File: config.mk
export PLATFORM = sky130hd
export DESIGN_NAME = aes_block_sequencer_flat
export DESIGN_NICKNAME = d
export VERILOG_FILES = /design/src/rtl/aes_block_sequencer_pkg.sv /design/src/rtl/aes_block_sequencer_if.sv /design/src/rtl/aes_block_packer.sv /design/src/rtl/aes_block_sequencer.sv /design/src/flat_wrapper.sv
export SDC_FILE = /design/constraint.sdc
export NUM_CORES = 1
export LEC_CHECK = 0
export BUFFER_PORTS_ARGS = -buffer_cell sky130_fd_sc_hd__buf_4
export CAP_MARGIN = 20
export CELL_PAD_IN_SITES_DETAIL_PLACEMENT = 1
export CELL_PAD_IN_SITES_GLOBAL_PLACEMENT = 1
export CORE_ASPECT_RATIO = 1.4
export CORE_MARGIN = 5
export CORE_UTILIZATION = 24
export CTS_BUF_LIST = sky130_fd_sc_hd__clkbuf_2
export DETAILED_ROUTE_END_ITERATION = 8
export GPL_ROUTABILITY_DRIVEN = 0
export PLACE_DENSITY = 0.68
export SKIP_CTS_REPAIR_TIMING = 1
export SKIP_LAST_GASP = 1
export SLEW_MARGIN = 10
export SYNTH_ARGS = -nofsm -noshare
export SYNTH_HDL_FRONTEND = slang
export SYNTH_SLANG_ARGS = --single-unit
export TNS_END_PERCENT = 30
File: constraint.sdc
create_clock -name clk_i -period 6.8 [get_ports clk_i]
set_clock_uncertainty 0.15 [all_clocks]
set_input_delay 0.34 -clock clk_i [delete_from_list [all_inputs] [get_ports clk_i]]
set_output_delay 0.34 -clock clk_i [all_outputs]
set_load 0.02 [all_outputs]
File: src/rtl/aes_block_sequencer_pkg.sv
// Shared types and constants for the AES block sequencer: FSM state encoding,
// block geometry, key-size codes and the block-count helper.
package aes_block_sequencer_pkg;

  localparam int WORDS_PER_BLOCK = 4;
  localparam int BYTES_PER_BLOCK = 16;

  typedef enum logic [2:0] {
    IDLE              = 3'd0,
    STARTING          = 3'd1,
    REQUEST_DATA      = 3'd2,
    WORKING           = 3'd3,
    SEND_DATA         = 3'd4,
    MEMORY_WRITE_WAIT = 3'd5,
    FINISHED          = 3'd6
  } aes_seq_state_t;

  typedef enum logic [1:0] {
    KEY_128 = 2'd0,
    KEY_192 = 2'd1,
    KEY_256 = 2'd2
  } aes_key_mode_t;

  // Widened by one bit so a length of 0xFFFFFFFF rounds up without wrapping.
  function automatic logic [28:0] block_count(input logic [31:0] len);
    logic [32:0] sum;
    sum = {1'b0, len} + 33'd15;
    return sum[32:4];
  endfunction

endpackage

File: src/rtl/aes_block_sequencer_if.sv
// Stream and AES-core signals of the block sequencer, grouped as one bundle.
// master = sequencer side, slave = streamers/core side.
interface aes_block_sequencer_if;

  // Valid/ready: a transfer happens on every clock edge where valid and ready
  // are both high; a source keeps valid and data stable until that edge.
  logic         in_valid_i;
  logic [31:0]  in_data_i;
  logic         in_ready_o;
  logic         core_start_o;
  logic [127:0] core_block_o;
  logic [1:0]   core_key_mode_o;
  logic         core_done_i;
  logic [127:0] core_result_i;
  logic         out_valid_o;
  logic [31:0]  out_data_o;
  logic         out_ready_i;

  modport master (
    input  in_valid_i, in_data_i, core_done_i, core_result_i, out_ready_i,
    output in_ready_o, core_start_o, core_block_o, core_key_mode_o,
           out_valid_o, out_data_o
  );

  modport slave (
    output in_valid_i, in_data_i, core_done_i, core_result_i, out_ready_i,
    input  in_ready_o, core_start_o, core_block_o, core_key_mode_o,
           out_valid_o, out_data_o
  );

endinterface

File: src/rtl/aes_block_packer.sv
// Four-word pack/unpack register: words fill the block MSW-first, a whole core
// result can be loaded, and the same word index walks it back out MSW-first.
module aes_block_packer
  import aes_block_sequencer_pkg::*;
#(
  parameter int WORD_W  = 32,
  parameter int BLOCK_W = 128
) (
  input  logic               clk_i,
  input  logic               rst_i,
  input  logic               clear_i,
  input  logic               word_load_en_i,
  input  logic               block_load_en_i,
  input  logic               shift_en_i,
  input  logic [WORD_W-1:0]  word_i,
  input  logic [BLOCK_W-1:0] block_i,
  output logic [BLOCK_W-1:0] block_o,
  output logic [WORD_W-1:0]  word_o,
  output logic               last_o
);

  logic [BLOCK_W-1:0] block_q;
  logic [1:0]         idx_q;

  // Word k sits at bit offset 32*(3-k); ~idx_q is exactly 3-k.
  always_ff @(posedge clk_i or posedge rst_i) begin
    if (rst_i) begin
      block_q <= '0;
      idx_q   <= '0;
    end else if (clear_i) begin
      block_q <= '0;
      idx_q   <= '0;
    end else if (block_load_en_i) begin
      block_q <= block_i;
      idx_q   <= '0;
    end else if (word_load_en_i) begin
      block_q[{~idx_q, 5'd0} +: WORD_W] <= word_i;
      idx_q <= idx_q + 2'd1;
    end else if (shift_en_i) begin
      idx_q <= idx_q + 2'd1;
    end
  end

  assign block_o = block_q;
  assign word_o  = block_q[{~idx_q, 5'd0} +: WORD_W];
  assign last_o  = (idx_q == 2'(WORDS_PER_BLOCK - 1));

endmodule

File: src/rtl/aes_block_sequencer.sv
// Control FSM driving one AES core over a byte buffer, one 128-bit block at a time.
// Optional WORKING-cycle counter: define AES_BLOCK_SEQUENCER_PERF_CNT_EN.
module aes_block_sequencer
  import aes_block_sequencer_pkg::*;
#(
  parameter int WORD_W  = 32,
  parameter int BLOCK_W = 128
) (
  input  logic                  clk_i,
  input  logic                  rst_i,
  input  logic                  clear_i,
  input  logic                  start_i,
  input  logic [31:0]           data_byte_length_i,
  input  logic [1:0]            key_mode_i,
  output logic                  streamers_start_o,
  aes_block_sequencer_if.master bus,
  input  logic                  sink_done_i,
  output logic                  busy_o,
  output logic                  done_o,
  output logic [31:0]           perf_cycles_o,
  output aes_seq_state_t        state_o
);

  aes_seq_state_t state_q, state_d;
  logic [28:0]    blk_left_q;
  logic [1:0]     key_mode_q;
  logic           launched_q;
  logic           word_load_en, block_load_en, shift_en, last_word;
  logic           in_hs, out_hs, job_accept;

  assign in_hs      = (state_q == REQUEST_DATA) && bus.in_valid_i;
  assign out_hs     = (state_q == SEND_DATA) && bus.out_ready_i;
  assign job_accept = (state_q == IDLE) && start_i;

  aes_block_packer #(.WORD_W(WORD_W), .BLOCK_W(BLOCK_W)) u_packer (
    .clk_i           (clk_i),
    .rst_i           (rst_i),
    .clear_i         (clear_i),
    .word_load_en_i  (word_load_en),
    .block_load_en_i (block_load_en),
    .shift_en_i      (shift_en),
    .word_i          (bus.in_data_i),
    .block_i         (bus.core_result_i),
    .block_o         (bus.core_block_o),
    .word_o          (bus.out_data_o),
    .last_o          (last_word)
  );

  always_ff @(posedge clk_i or posedge rst_i) begin
    if (rst_i)        state_q <= IDLE;
    else if (clear_i) state_q <= IDLE;
    else              state_q <= state_d;
  end

  always_comb begin
    state_d = state_q;
    case (state_q)
      IDLE:              if (start_i) state_d = STARTING;
      STARTING:          state_d = (blk_left_q == '0) ? FINISHED : REQUEST_DATA;
      REQUEST_DATA:      if (in_hs && last_word) state_d = WORKING;
      WORKING:           if (bus.core_done_i) state_d = SEND_DATA;
      SEND_DATA:
        if (out_hs && last_word)
          state_d = (blk_left_q == 29'd1) ? MEMORY_WRITE_WAIT : REQUEST_DATA;
      MEMORY_WRITE_WAIT: if (sink_done_i) state_d = FINISHED;
      FINISHED:          state_d = IDLE;
      default:           state_d = IDLE;
    endcase
  end

  always_comb begin
    streamers_start_o = (state_q == STARTING);
    bus.in_ready_o    = (state_q == REQUEST_DATA);
    bus.core_start_o  = (state_q == WORKING) && !launched_q;
    bus.out_valid_o   = (state_q == SEND_DATA);
    busy_o            = (state_q != IDLE);
    done_o            = (state_q == FINISHED);
    word_load_en      = in_hs;
    block_load_en     = (state_q == WORKING) && bus.core_done_i;
    shift_en          = out_hs;
  end

  // launched_q is low on the first WORKING cycle because WORKING is always
  // entered from REQUEST_DATA.
  always_ff @(posedge clk_i or posedge rst_i) begin
    if (rst_i) begin
      blk_left_q <= '0;
      key_mode_q <= '0;
      launched_q <= 1'b0;
    end else if (clear_i) begin
      blk_left_q <= '0;
      key_mode_q <= '0;
      launched_q <= 1'b0;
    end else begin
      launched_q <= (state_q == WORKING);
      if (job_accept) begin
        blk_left_q <= block_count(data_byte_length_i);
        key_mode_q <= key_mode_i;
      end else if (out_hs && last_word) begin
        blk_left_q <= blk_left_q - 29'd1;
      end
    end
  end

  assign bus.core_key_mode_o = key_mode_q;
  assign state_o             = state_q;

`ifdef AES_BLOCK_SEQUENCER_PERF_CNT_EN
  logic [31:0] perf_q;

  always_ff @(posedge clk_i or posedge rst_i) begin
    if (rst_i)                                        perf_q <= '0;
    else if (clear_i || job_accept)                   perf_q <= '0;
    else if (state_q == WORKING && perf_q != '1)      perf_q <= perf_q + 32'd1;
  end

  assign perf_cycles_o = perf_q;
`else
  assign perf_cycles_o = '0;
`endif

endmodule

File: src/flat_wrapper.sv
// flat-port wrapper written by rule: the top's interface ports become plain ports
module aes_block_sequencer_flat import aes_block_sequencer_pkg::*;
#(
  parameter int WORD_W  = 32,
  parameter int BLOCK_W = 128
)
  (clk_i, rst_i, clear_i, start_i, data_byte_length_i, key_mode_i, streamers_start_o, sink_done_i, busy_o, done_o, perf_cycles_o, state_o, bus_in_valid_i, bus_in_data_i, bus_core_done_i, bus_core_result_i, bus_out_ready_i, bus_in_ready_o, bus_core_start_o, bus_core_block_o, bus_core_key_mode_o, bus_out_valid_o, bus_out_data_o);
  aes_block_sequencer_if bus_i ();
  input  logic clk_i;
  input  logic rst_i;
  input  logic clear_i;
  input  logic start_i;
  input  logic [31:0] data_byte_length_i;
  input  logic [1:0] key_mode_i;
  output logic streamers_start_o;
  input  logic sink_done_i;
  output logic busy_o;
  output logic done_o;
  output logic [31:0] perf_cycles_o;
  output aes_seq_state_t state_o;
  input wire logic [$bits(bus_i.in_valid_i)-1:0] bus_in_valid_i;
  input wire logic [$bits(bus_i.in_data_i)-1:0] bus_in_data_i;
  input wire logic [$bits(bus_i.core_done_i)-1:0] bus_core_done_i;
  input wire logic [$bits(bus_i.core_result_i)-1:0] bus_core_result_i;
  input wire logic [$bits(bus_i.out_ready_i)-1:0] bus_out_ready_i;
  output wire logic [$bits(bus_i.in_ready_o)-1:0] bus_in_ready_o;
  output wire logic [$bits(bus_i.core_start_o)-1:0] bus_core_start_o;
  output wire logic [$bits(bus_i.core_block_o)-1:0] bus_core_block_o;
  output wire logic [$bits(bus_i.core_key_mode_o)-1:0] bus_core_key_mode_o;
  output wire logic [$bits(bus_i.out_valid_o)-1:0] bus_out_valid_o;
  output wire logic [$bits(bus_i.out_data_o)-1:0] bus_out_data_o;
  assign bus_i.in_valid_i = bus_in_valid_i;
  assign bus_i.in_data_i = bus_in_data_i;
  assign bus_i.core_done_i = bus_core_done_i;
  assign bus_i.core_result_i = bus_core_result_i;
  assign bus_i.out_ready_i = bus_out_ready_i;
  assign bus_in_ready_o = bus_i.in_ready_o;
  assign bus_core_start_o = bus_i.core_start_o;
  assign bus_core_block_o = bus_i.core_block_o;
  assign bus_core_key_mode_o = bus_i.core_key_mode_o;
  assign bus_out_valid_o = bus_i.out_valid_o;
  assign bus_out_data_o = bus_i.out_data_o;
  aes_block_sequencer #(.WORD_W(WORD_W), .BLOCK_W(BLOCK_W)) u_core (.clk_i(clk_i), .rst_i(rst_i), .clear_i(clear_i), .start_i(start_i), .data_byte_length_i(data_byte_length_i), .key_mode_i(key_mode_i), .streamers_start_o(streamers_start_o), .bus(bus_i), .sink_done_i(sink_done_i), .busy_o(busy_o), .done_o(done_o), .perf_cycles_o(perf_cycles_o), .state_o(state_o));
endmodule
==> impl_metrics.json, run 1 <==
{
  "routed_via_density": 5.064,
  "grt_max_degree": 73,
  "htreeDepth": 4,
  "avgSynthCellArea_um2": 9.731,
  "synthCells": 1000,
  "finalMaxSlewViolations": 0,
  "clkSinkCount": 165,
  "area_growth_pct": 68.60,
  "dp_hpwl_um": 31940,
  "hold_viol_final": 0,
  "mostFrequentLayoutCells": "387 x buf_4, 326 x dlygate4sd3_1, 163 x nor2_1, 163 x dfrtp_1, 95 x nand2_1",
  "cp-start-kind": "flip-flop",
  "fin_hold_ws_ns": 0.1188,
  "fin_ws_ns": 2.403,
  "min_period_ns": 4.397,
  "cts.clk_slew.worst_paths_ns": 0.26,
  "synth_top_area_frac": 0.4243,
  "dieHeight_um": 248.2,
  "end_kind": "flip-flop",
  "dpl_cell_area_um2": 12850,
  "fin_nets": 1863,
  "synth-async-reset-ratio": 1.000,
  "rows": 87,
  "drcViolationCount": 0,
  "routed_wl_um": 50270,
  "io_pins": 405,
  "routedWlPerCell_um": 22.82,
  "stdcell_area_um2": 16410,
  "synth_seq_area_share": 0.4243,
  "drive_gt1_frac": 0.3049,
  "required_ns": 7.38,
  "p_leak_nw": 7.153,
  "dieArea_um2": 44730,
  "numPortBuffers": 372,
  "powerDensity_nw_per_um2": 229.2,
  "maxCapViolCount": 0,
  "synth_area_um2": 9731,
  "clock.fmax_mhz": 227.4,
  "ys_seq_elements": 165,
  "finalNonFillerCells": 2203,
  "clock_latency_ns": 0.82,
  "path_max_fanout": 36,
  "placed_cells": 1843,
  "cts_root_buf": "clkbuf_2",
  "ant_nets": 0,
  "synthFlopType": "dfrtp_1",
  "yosys_warnings": 0,
  "cts_buffers": 17,
  "die_x_um": 180.2,
  "grt.total_usage": 0.1874,
  "final_common_cell": "buf_4",
  "finalSetupTns_ns": 0,
  "drt-initial-drc-count": 677,
  "yosysUniqueCellTypes": 62,
  "maxSlewHeadroom": 0.2259,
  "drt_first_pass_iters": 6,
  "outcome": "finished clean",
  "overflow": 0,
  "rsz0062_at_grt": "no",
  "antenna_found_initial": 2,
  "peakVddDrop_uv": 129.2,
  "synth_top_cell_by_area": "dfrtp_1",
  "path_class": "reg -> reg",
  "cts_tree": "done",
  "start_util": 0.2423,
  "grt_pass1_wl_um": 64600,
  "fin_crit_sh": 0.6467,
  "synth_edf_count": 0,
  "vias": 11156,
  "arrival_ns": 4.98,
  "core_area_um2": 40170,
  "clock_path_buffers": 2,
  "grt_pass1_vias": 10166,
  "worst_slew_pin_slew_ns": 1.161,
  "hold_class": "in -> reg",
  "synth_area_leaders": "dfrtp_1 42%, mux4_2 7.4%, nor2_1 6.3%",
  "place_ws_ns": 2.979,
  "final-setup-viol-count": 0
}
[Yosys cell counts, types with 3 or more instances]
library cell and count:
dfrtp_1 165, nor2_1 164, nand2_1 95, a22oi_1 65, o21ai_0 45, clkbuf_1 44
o21ai_1 36, buf_4 35, a221oi_2 34, mux4_2 32, a221oi_1 30, xnor2_1 25
xor2_1 19, nor4_1 17, buf_2 16, nand3_1 16, a21oi_1 14, a211oi_1 12
nor3_1 12, inv_1 11, nand4_1 11, o22ai_1 10, ha_1 7, buf_6 6
or3_1 6, a31oi_1 5, and3_1 4, nand2b_1 4, nor3b_1 4, or2_1 4
a21o_1 3, and2_1 3, and4_1 3, buf_1 3, clkbuf_2 3, o211ai_1 3
o221ai_1 3
[sequential cells by signal, indices dropped and copies added (netlist names)]
signal	count
u_core.blk_left_q	29
u_core.bus.core_key_mode_o	2
u_core.launched_q	1
u_core.state_o	3
u_core.u_packer.block_o	128
u_core.u_packer.idx_q	2
[power by group]
group / leakage, nW / switching (mW) / internal (mW) / total (mW)
logic: 4.84 / 0.972 / 0.813 / 1.78
registers: 2.16 / 0.189 / 1.13 / 1.32
clock network: 0.159 / 0.408 / 0.248 / 0.657
total: 7.15 / 1.57 / 2.19 / 3.76
[layout make-up]
class | instances | area [µm²]
Fill cell | 4534 | 23760
Antenna cell | 3 | 7.507
Clock buffer | 18 | 90.09
Timing Repair Buffer | 713 | 6168
Sequential cell | 165 | 4131
Multi-Input combinational cell | 746 | 5099
Inverter | 11 | 46.29
Clock inverter | 13 | 195.2
Tap cell | 534 | 668.1
[critical path: stages, from the launching register on]
cell and delay [ns]:
dfrtp_1 0.69, and4b_2 0.99, or2_1 0.61, nor3b_2 0.12
and3_2 0.62, a221oi_1 0.41, dlygate4sd3_1 0.62, nor2_1 0.06
[logic make-up (layout without fill, tap and decap cells)]
group | Yosys count | after routing | share of synthesized area
multiplexers | 35 | 35 | 0.07728
AND/OR/NAND/NOR | 358 | 358 | 0.1664
buffers and inverters | 120 | 755 | 0.06918
flip-flops | 165 | 165 | 0.4243
adder cells (fa/ha/maj) | 7 | 7 | 0.009000
AO/OA/AOI/OAI | 270 | 270 | 0.2138
XOR/XNOR | 44 | 44 | 0.03960
other | 1 | 35 | 0.0003854
[routing by layer]
metal  track usage  routed length (µm)  vias up
li1              -                   -     4936
met1        0.2165               19040     5650
met2        0.3409               27060      455
met3       0.03652                2352      115
met4       0.07610                1818        0
met5             0                   0        -
[stage by stage]
step           power [mW]  utilization
2_1_floorplan       2.164            -
3_3_place_gp        2.807       0.3199
3_5_place_dp        2.842       0.3199
4_1_cts             3.508       0.3270
5_1_grt             3.957       0.4084
6_report            3.760       0.4084
[path summary, 6_finish.rpt]
kind                                             from  cells past startpoint                            to  slack, ns
worst max-delay path                u_core.state_o[0]                      7   u_core.u_packer.block_o[71]       2.40
worst min-delay path                  bus_core_done_i                      6             u_core.state_o[0]       0.12
worst max register to register      u_core.state_o[0]                      7   u_core.u_packer.block_o[71]       2.40
worst min register to register  u_core.blk_left_q[17]                      1         u_core.blk_left_q[17]       0.39
max in group asynchronous                       rst_i                      5  u_core.u_packer.block_o[106]       4.64
min in group asynchronous                       rst_i                      4   u_core.u_packer.block_o[89]       0.51
(Power assumes the default switching activity.)
==> inputs of run 2 (changes only) <==
- clock period: 6.8 -> 4.05 ns (I/O delays scaled with it)
==> run 2 against run 1 <==
Effect of this change:
- the run now fails in global routing (5_1_grt)
- synthesized area unchanged
- synthesized cell count did not move
==> impl_metrics.json, run 2 <==
{
  "outcome": "aborted with a tool error",
  "stop_stage": "global routing (5_1_grt)",
  "stop_error": "[ERROR RSZ-0060] Max buffer count reached.",
  "synth-async-reset-ratio": 1.000,
  "start_util": 0.2423,
  "placed_cells": 1852,
  "clock_path_buffers": 2,
  "synth_edf_count": 0,
  "synth_top_area_frac": 0.4243,
  "synth.most_common_cell": "dfrtp_1",
  "synth_area_leaders": "dfrtp_1 42%, mux4_2 7.4%, nor2_1 6.3%",
  "yosysUniqueCellTypes": 62,
  "io_pins": 405,
  "rows": 87,
  "synthFlopType": "dfrtp_1",
  "die_x_um": 180.2,
  "clkSinkCount": 165,
  "yosys_warnings": 0,
  "synth_seq_area_share": 0.4243,
  "avgSynthCellArea_um2": 9.731,
  "ys_seq_elements": 165,
  "htreeDepth": 4,
  "netlist_top_cells_count": "165 x dfrtp_1, 164 x nor2_1, 95 x nand2_1",
  "dieHeight_um": 248.2,
  "dp_hpwl_um": 32600,
  "grt_max_degree": 65,
  "cts_root_buf": "clkbuf_2",
  "synthCells": 1000,
  "numPortBuffers": 372,
  "synth_area_um2": 9731,
  "synth_top_cell_by_area": "dfrtp_1",
  "cts_buffers": 17
}
## run 2: cell counts after synthesis
Identical to the previous run, type by type.
## run 2: metrics by stage
step	setup WS, ns	instance area (µm²)	hold slack, ns	utilization
after floorplan	1.056	9851	0.1833	-
after CTS	0.8270	13160	-0.6767	0.3276
after global placement	1.220	12940	0.2903	0.3221
after detailed placement	1.083	12940	0.3006	0.3221
## run 2: kinds of logic after synthesis
group           Yosys count  share of synthesized area
simple gates            358                     0.1664
compound gates          270                     0.2138
flops                   165                     0.4243
buf+inv                 120                    0.06918
xor+xnor                 44                    0.03960
mux                      35                    0.07728
fa+ha+maj                 7                   0.009000
other cells               1                  0.0003854
==> inputs of run 3 (changes only) <==
- CELL_PAD_IN_SITES_DETAIL_PLACEMENT: 1 -> unset
- CELL_PAD_IN_SITES_GLOBAL_PLACEMENT: 1 -> unset
- CORE_ASPECT_RATIO: 1.4 -> unset
- CORE_UTILIZATION: 24 -> 20
- CTS_BUF_LIST: sky130_fd_sc_hd__clkbuf_2 -> unset
- PLACE_DENSITY: 0.68 -> unset
- PLACE_DENSITY_LB_ADDON: unset -> 0.15
==> run 3 against run 2 <==
Effect of this change:
- the run now ends clean
==> impl_metrics.json, run 3 (synthesis gave the netlist of run 1 again) <==
{
  "outcome": "finished clean",
  "fin_crit_sh": 0.8786,
  "core_area_um2": 47950,
  "busiest_layer": "met2",
  "grt_pass1_vias": 9536,
  "start_util": 0.2029,
  "maxSlewHeadroom": 0.3509,
  "die_x_um": 230.6,
  "clock_path_buffers": 2,
  "required_ns": 4.31,
  "area_growth_pct": 70.84,
  "drt-initial-drc-count": 757,
  "fin_nets": 1839,
  "path_class": "reg -> reg",
  "dpl_cell_area_um2": 13060,
  "cts_tree": "done",
  "hold_viol_final": 0,
  "cp-start-kind": "flip-flop",
  "dieArea_um2": 53160,
  "peakVddDrop_uv": 259.7,
  "min_period_ns": 3.558,
  "cts.clk_slew.worst_paths_ns": 0.07,
  "final-setup-viol-count": 0,
  "clkSinkCount": 165,
  "final_common_cell": "buf_4",
  "end_kind": "flip-flop",
  "drive_gt1_frac": 0.3135,
  "io_pins": 405,
  "powerDensity_nw_per_um2": 414.6,
  "antenna_found_initial": 2,
  "maxCapViolCount": 0,
  "numPortBuffers": 372,
  "grt_max_degree": 105,
  "met2_usage": 0.2791,
  "cts_buffers": 17,
  "cts_root_buf": "clkbuf_16",
  "stdcell_area_um2": 16620,
  "hold_class": "in -> reg",
  "routed_wl_um": 48810,
  "rsz0062_at_grt": "no",
  "multi_input_area_um2": 5096,
  "htreeDepth": 4,
  "ant_nets": 0,
  "overflow": 0,
  "clock.fmax_mhz": 281.0,
  "gr-usage-met3": 0.05861,
  "routedWlPerCell_um": 21.61,
  "grt.total_usage": 0.1718,
  "largest_register_ffs": 128,
  "clock_latency_ns": 0.48,
  "rows": 80,
  "ff_latch_area_um2": 4131,
  "drcViolationCount": 0,
  "finalMaxSlewViolations": 0,
  "finalSetupTns_ns": 0,
  "vias": 10522,
  "mostFrequentLayoutCells": "388 x buf_4, 296 x dlygate4sd3_1, 164 x nor2_1",
  "n_fill_cell": 4996,
  "routed_via_density": 4.658,
  "grt_pass1_wl_um": 67530,
  "path_max_fanout": 35,
  "dp_hpwl_um": 32750,
  "worst_slew_pin_slew_ns": 0.9737,
  "dieHeight_um": 230.6,
  "gr-usage-met1": 0.2188,
  "drt_first_pass_iters": 5,
  "arrival_ns": 3.82,
  "p_leak_nw": 7.206
}
-- run 3: layout make-up --
type,count,share of cell area
clock buffers,18,0.02582
flip-flops and latches,165,0.2485
inverters,11,0.002710
diodes,1,0.0001505
well taps,615,0.04629
clock inverters,14,0.01046
multi-input cells,746,0.3066
repair buffers,689,0.3595
-- run 3: where the power goes --
group / internal [mW] / leakage, nW / switching (mW) / total, mW
Sequential: 1.90 / 2.16 / 0.291 / 2.19
Clock: 0.975 / 0.295 / 0.788 / 1.76
Combinational: 1.35 / 4.75 / 1.59 / 2.94
Total: 4.22 / 7.21 / 2.67 / 6.89
-- run 3: final timing paths --
kind / from / to / slack [ns] / cells past startpoint
setup / recovery: u_core.state_o[0] / u_core.u_packer.block_o[97] / 0.49 / 7
hold / removal: data_byte_length_i[9] / u_core.blk_left_q[5] / 0.04 / 4
setup reg to reg: u_core.state_o[0] / u_core.u_packer.block_o[97] / 0.49 / 7
hold reg to reg: u_core.blk_left_q[17] / u_core.blk_left_q[17] / 0.35 / 1
max in group asynchronous: rst_i / u_core.u_packer.block_o[9] / 2.87 / 4
min in group asynchronous: rst_i / u_core.blk_left_q[12] / 0.25 / 4
-- run 3: metrics by stage --
step	utilization	worst slack [ns]	hold WS, ns	total power [mW]	std cells
2_1_floorplan	-	1.056	0.1833	3.633	1031
3_3_place_gp	0.2723	1.072	0.2314	4.804	1930
3_5_place_dp	0.2723	0.9909	0.2248	4.822	1930
4_1_cts	0.2849	1.008	-0.3285	6.624	1962
5_1_grt	0.3467	0.2714	0.04048	7.313	2259
6_report	0.3467	0.4916	0.04010	6.893	2259
-- run 3: layer usage --
| metal | routed length, µm | share of wire |
|---|---|---|
| met1 | 20960 | 0.43 |
| met4 | 867 | 0.018 |
| met2 | 23760 | 0.49 |
| met5 | 20 | 0.00041 |
| met3 | 3199 | 0.066 |
-- run 3: worst max-delay path: stages (launching register included) --
cell and delay [ns]:
dfrtp_1 0.61, and4b_2 0.30, buf_4 0.49, and2_4 0.62, buf_4 0.40, a22oi_1 0.15, dlygate4sd3_1 0.62, o21ai_1 0.14
==> inputs of run 4 (changes only) <==
- REMOVE_ABC_BUFFERS: unset -> 1
- SLEW_MARGIN: 10 -> unset
- SYNTH_HIERARCHICAL: unset -> 1
==> run 4 against run 3 <==
Effect of this change:
- the run now ends with negative hold slack left
- global-route usage fell by 0.33 points
- fmax decreased by 3.5%
- synthesized area grew 5.1%
- count of clock-buffer cells in the layout is 6 higher
- critical endpoint is now u_core/u_packer/block_o[6]
==> impl_metrics.json, run 4 <==
{
  "final-setup-viol-count": 0,
  "mostFrequentLayoutCells": "396 x buf_4, 163 x dfrtp_1, 156 x nor2_1",
  "synth-adder-area-share": 0.009791,
  "yosysUniqueCellTypes": 59,
  "fin_crit_sh": 0.9107,
  "switchingPower_mw": 1.674,
  "clock.fmax_mhz": 271.1,
  "grt_max_degree": 79,
  "antenna_found_initial": 5,
  "final_util": 0.3085,
  "finalNonFillerCells": 2216,
  "dp_hpwl_um": 34710,
  "hold_viol_final": 17,
  "maxCapViolCount": 0,
  "clock_latency_ns": 0.46,
  "p_int_mw": 3.272,
  "drt-initial-drc-count": 650,
  "routedWlPerCell_um": 22.56,
  "drive_gt1_frac": 0.3158,
  "synthFlopType": "dfrtp_1",
  "rsz0062_at_grt": "no",
  "switching_share": 0.3385,
  "path_max_fanout": 26,
  "synth-async-reset-ratio": 1.000,
  "vias": 10644,
  "synth_top_family_by_area": "compound AO/OA/AOI/OAI gates",
  "synth_area_um2": 10220,
  "cp_num_buf_inv": 3,
  "start_util": 0.2029,
  "synth_compound_area_frac": 0.2034,
  "violations": "negative hold slack",
  "hp-start": "bus_core_result_i[23]",
  "drt_first_pass_iters": 5,
  "critPathTopFamily": "buffers and inverters",
  "synth.most_common_cell": "dfrtp_1",
  "cts_buffers": 17,
  "place_ws_ns": 0.8669,
  "placed_cells": 2032,
  "worst_r2r_startpoint": "u_core/u_packer/idx_q[0]",
  "hold_depth": 3,
  "cts.clk_slew.worst_paths_ns": 0.07,
  "routed_wl_um": 49990,
  "n_fill_cell": 5351,
  "critical_path.max_stage_delay_ns": 0.82,
  "synth_mux_area_frac": 0.07245,
  "die_x_um": 236.1,
  "synth_edf_count": 0,
  "p_leak_nw": 6.584,
  "routed_via_density": 4.803,
  "ant_nets": 0,
  "grt.total_usage": 0.1686,
  "stdcell_area_um2": 15540,
  "fin_ws_ns": 0.3616,
  "synthCells": 1074,
  "ys_seq_elements": 165,
  "hold_end": "u_core/u_packer/block_o[23]",
  "cp-start-kind": "flip-flop",
  "drcViolationCount": 0,
  "numPortBuffers": 372,
  "r2r_end": "u_core/u_packer/block_o[6]",
  "path_class": "reg -> reg",
  "finalMaxSlewViolations": 0,
  "finalSetupTns_ns": 0,
  "dieArea_um2": 55740,
  "io_pins": 405,
  "grt_pass1_wl_um": 71620,
  "avgSynthCellArea_um2": 9.519,
  "slowest_stage": "dfrtp_4",
  "r2r_slack_ns": 0.36,
  "worst_slew_pin_slew_ns": 0.9843,
  "crit_chain": "inv_1 -> ha_1 -> and4bb_2 -> buf_4 -> a221oi_1 -> dlygate4sd3_1 -> nor3_1",
  "synth_top_cell_by_area": "dfrtp_1",
  "hold_class": "in -> reg",
  "overflow": 0,
  "dpl_cell_area_um2": 13490,
  "dieHeight_um": 236.1,
  "netlist_top_cells_count": "165 x dfrtp_1, 157 x nor2_1, 86 x nand2_1",
  "outcome": "finished with violations",
  "synth_simple_gate_area_frac": 0.1901,
  "min_period_ns": 3.688,
  "clkSinkCount": 165,
  "p_seq_frac": 0.384,
  "synth_top_area_frac": 0.4039,
  "grt_pass1_vias": 10448,
  "p_total_mw": 4.946,
  "arrival_ns": 3.91,
  "end_kind": "flip-flop",
  "yosys_warnings": 6,
  "htreeDepth": 4,
  "cts_tree": "done",
  "synth_seq_area_share": 0.4039,
  "powerDensity_nw_per_um2": 318.3,
  "fin_hold_ws_ns": -0.03748,
  "combinationalPowerShare": 0.297,
  "final_common_cell": "buf_4",
  "synth_area_leaders": "dfrtp_1 40%, mux4_2 7.0%, nor2_1 5.8%",
  "core_area_um2": 50380,
  "synth-xor-area-share": 0.04112,
  "maxSlewHeadroom": 0.3378,
  "clock_path_buffers": 2,
  "required_ns": 4.27,
  "peakVddDrop_uv": 301.7,
  "area_growth_pct": 52.03,
  "reg2regPathDepth": 7,
  "clock_power_share": 0.318,
  "largest_register_ffs": 128,
  "cts_root_buf": "clkbuf_16",
  "fin_nets": 1739,
  "rows": 82
}
==> run 4: cells by family after synthesis <==
| family | Yosys count |
|---|---|
| multiplexers | 34 |
| flip-flops | 165 |
| adder cells (fa/ha/maj) | 8 |
| AND/OR/NAND/NOR | 409 |
| other | 1 |
| AO/OA/AOI/OAI | 254 |
| buffers and inverters | 155 |
| XOR/XNOR | 48 |
==> run 4: layout make-up <==
cell class	count	area (µm²)	share of cell area
Tap cell	672	840.8	0.05410
Timing Repair Buffer	549	4526	0.2912
Inverter	11	46.29	0.002979
Clock buffer	24	491.7	0.03164
Multi-Input combinational cell	785	5449	0.3506
Clock inverter	8	50.05	0.003220
Antenna cell	2	5.005	0.0003220
Sequential cell	165	4134	0.2660
==> run 4: power by group through the flow <==
stage	logic [mW]	clock network (mW)	registers (mW)
3_5_place_dp	1.35	0	1.94
5_1_grt	1.58	1.70	1.92
4_1_cts	1.35	1.64	1.90
3_3_place_gp	1.35	0	1.93
6_report	1.47	1.58	1.90
2_1_floorplan	0.593	0	2.00
==> run 4: worst max-delay path by stage <==
stage | start | endpoint | cells past startpoint
finish | u_core/u_packer/idx_q[0] | u_core/u_packer/block_o[6] | 7
floorplan | u_core/state_o[0] | u_core/u_packer/block_o[0] | 5
detailed placement | u_core/u_packer/idx_q[0] | u_core/u_packer/block_o[27] | 6
global placement | u_core/u_packer/idx_q[0] | u_core/u_packer/block_o[29] | 6
global route | u_core/u_packer/idx_q[0] | u_core/u_packer/block_o[2] | 7
CTS | u_core/u_packer/idx_q[0] | u_core/u_packer/block_o[30] | 6
==> run 4: metal layers <==
| layer | wire length, µm | share of wire | global-route usage |
|---|---|---|---|
| met5 | 48 | 0.00096 | 0 |
| met4 | 891 | 0.018 | 0.04258 |
| met3 | 2886 | 0.058 | 0.04532 |
| met2 | 23590 | 0.47 | 0.2734 |
| met1 | 22570 | 0.45 | 0.2242 |
==> run 4: worst register-to-register path: stages, from the launching register on <==
cell and delay [ns]:
dfrtp_4 0.82, inv_1 0.19, ha_1 0.43, and4bb_2 0.68
buf_4 0.40, a221oi_1 0.14, dlygate4sd3_1 0.62, nor3_1 0.16
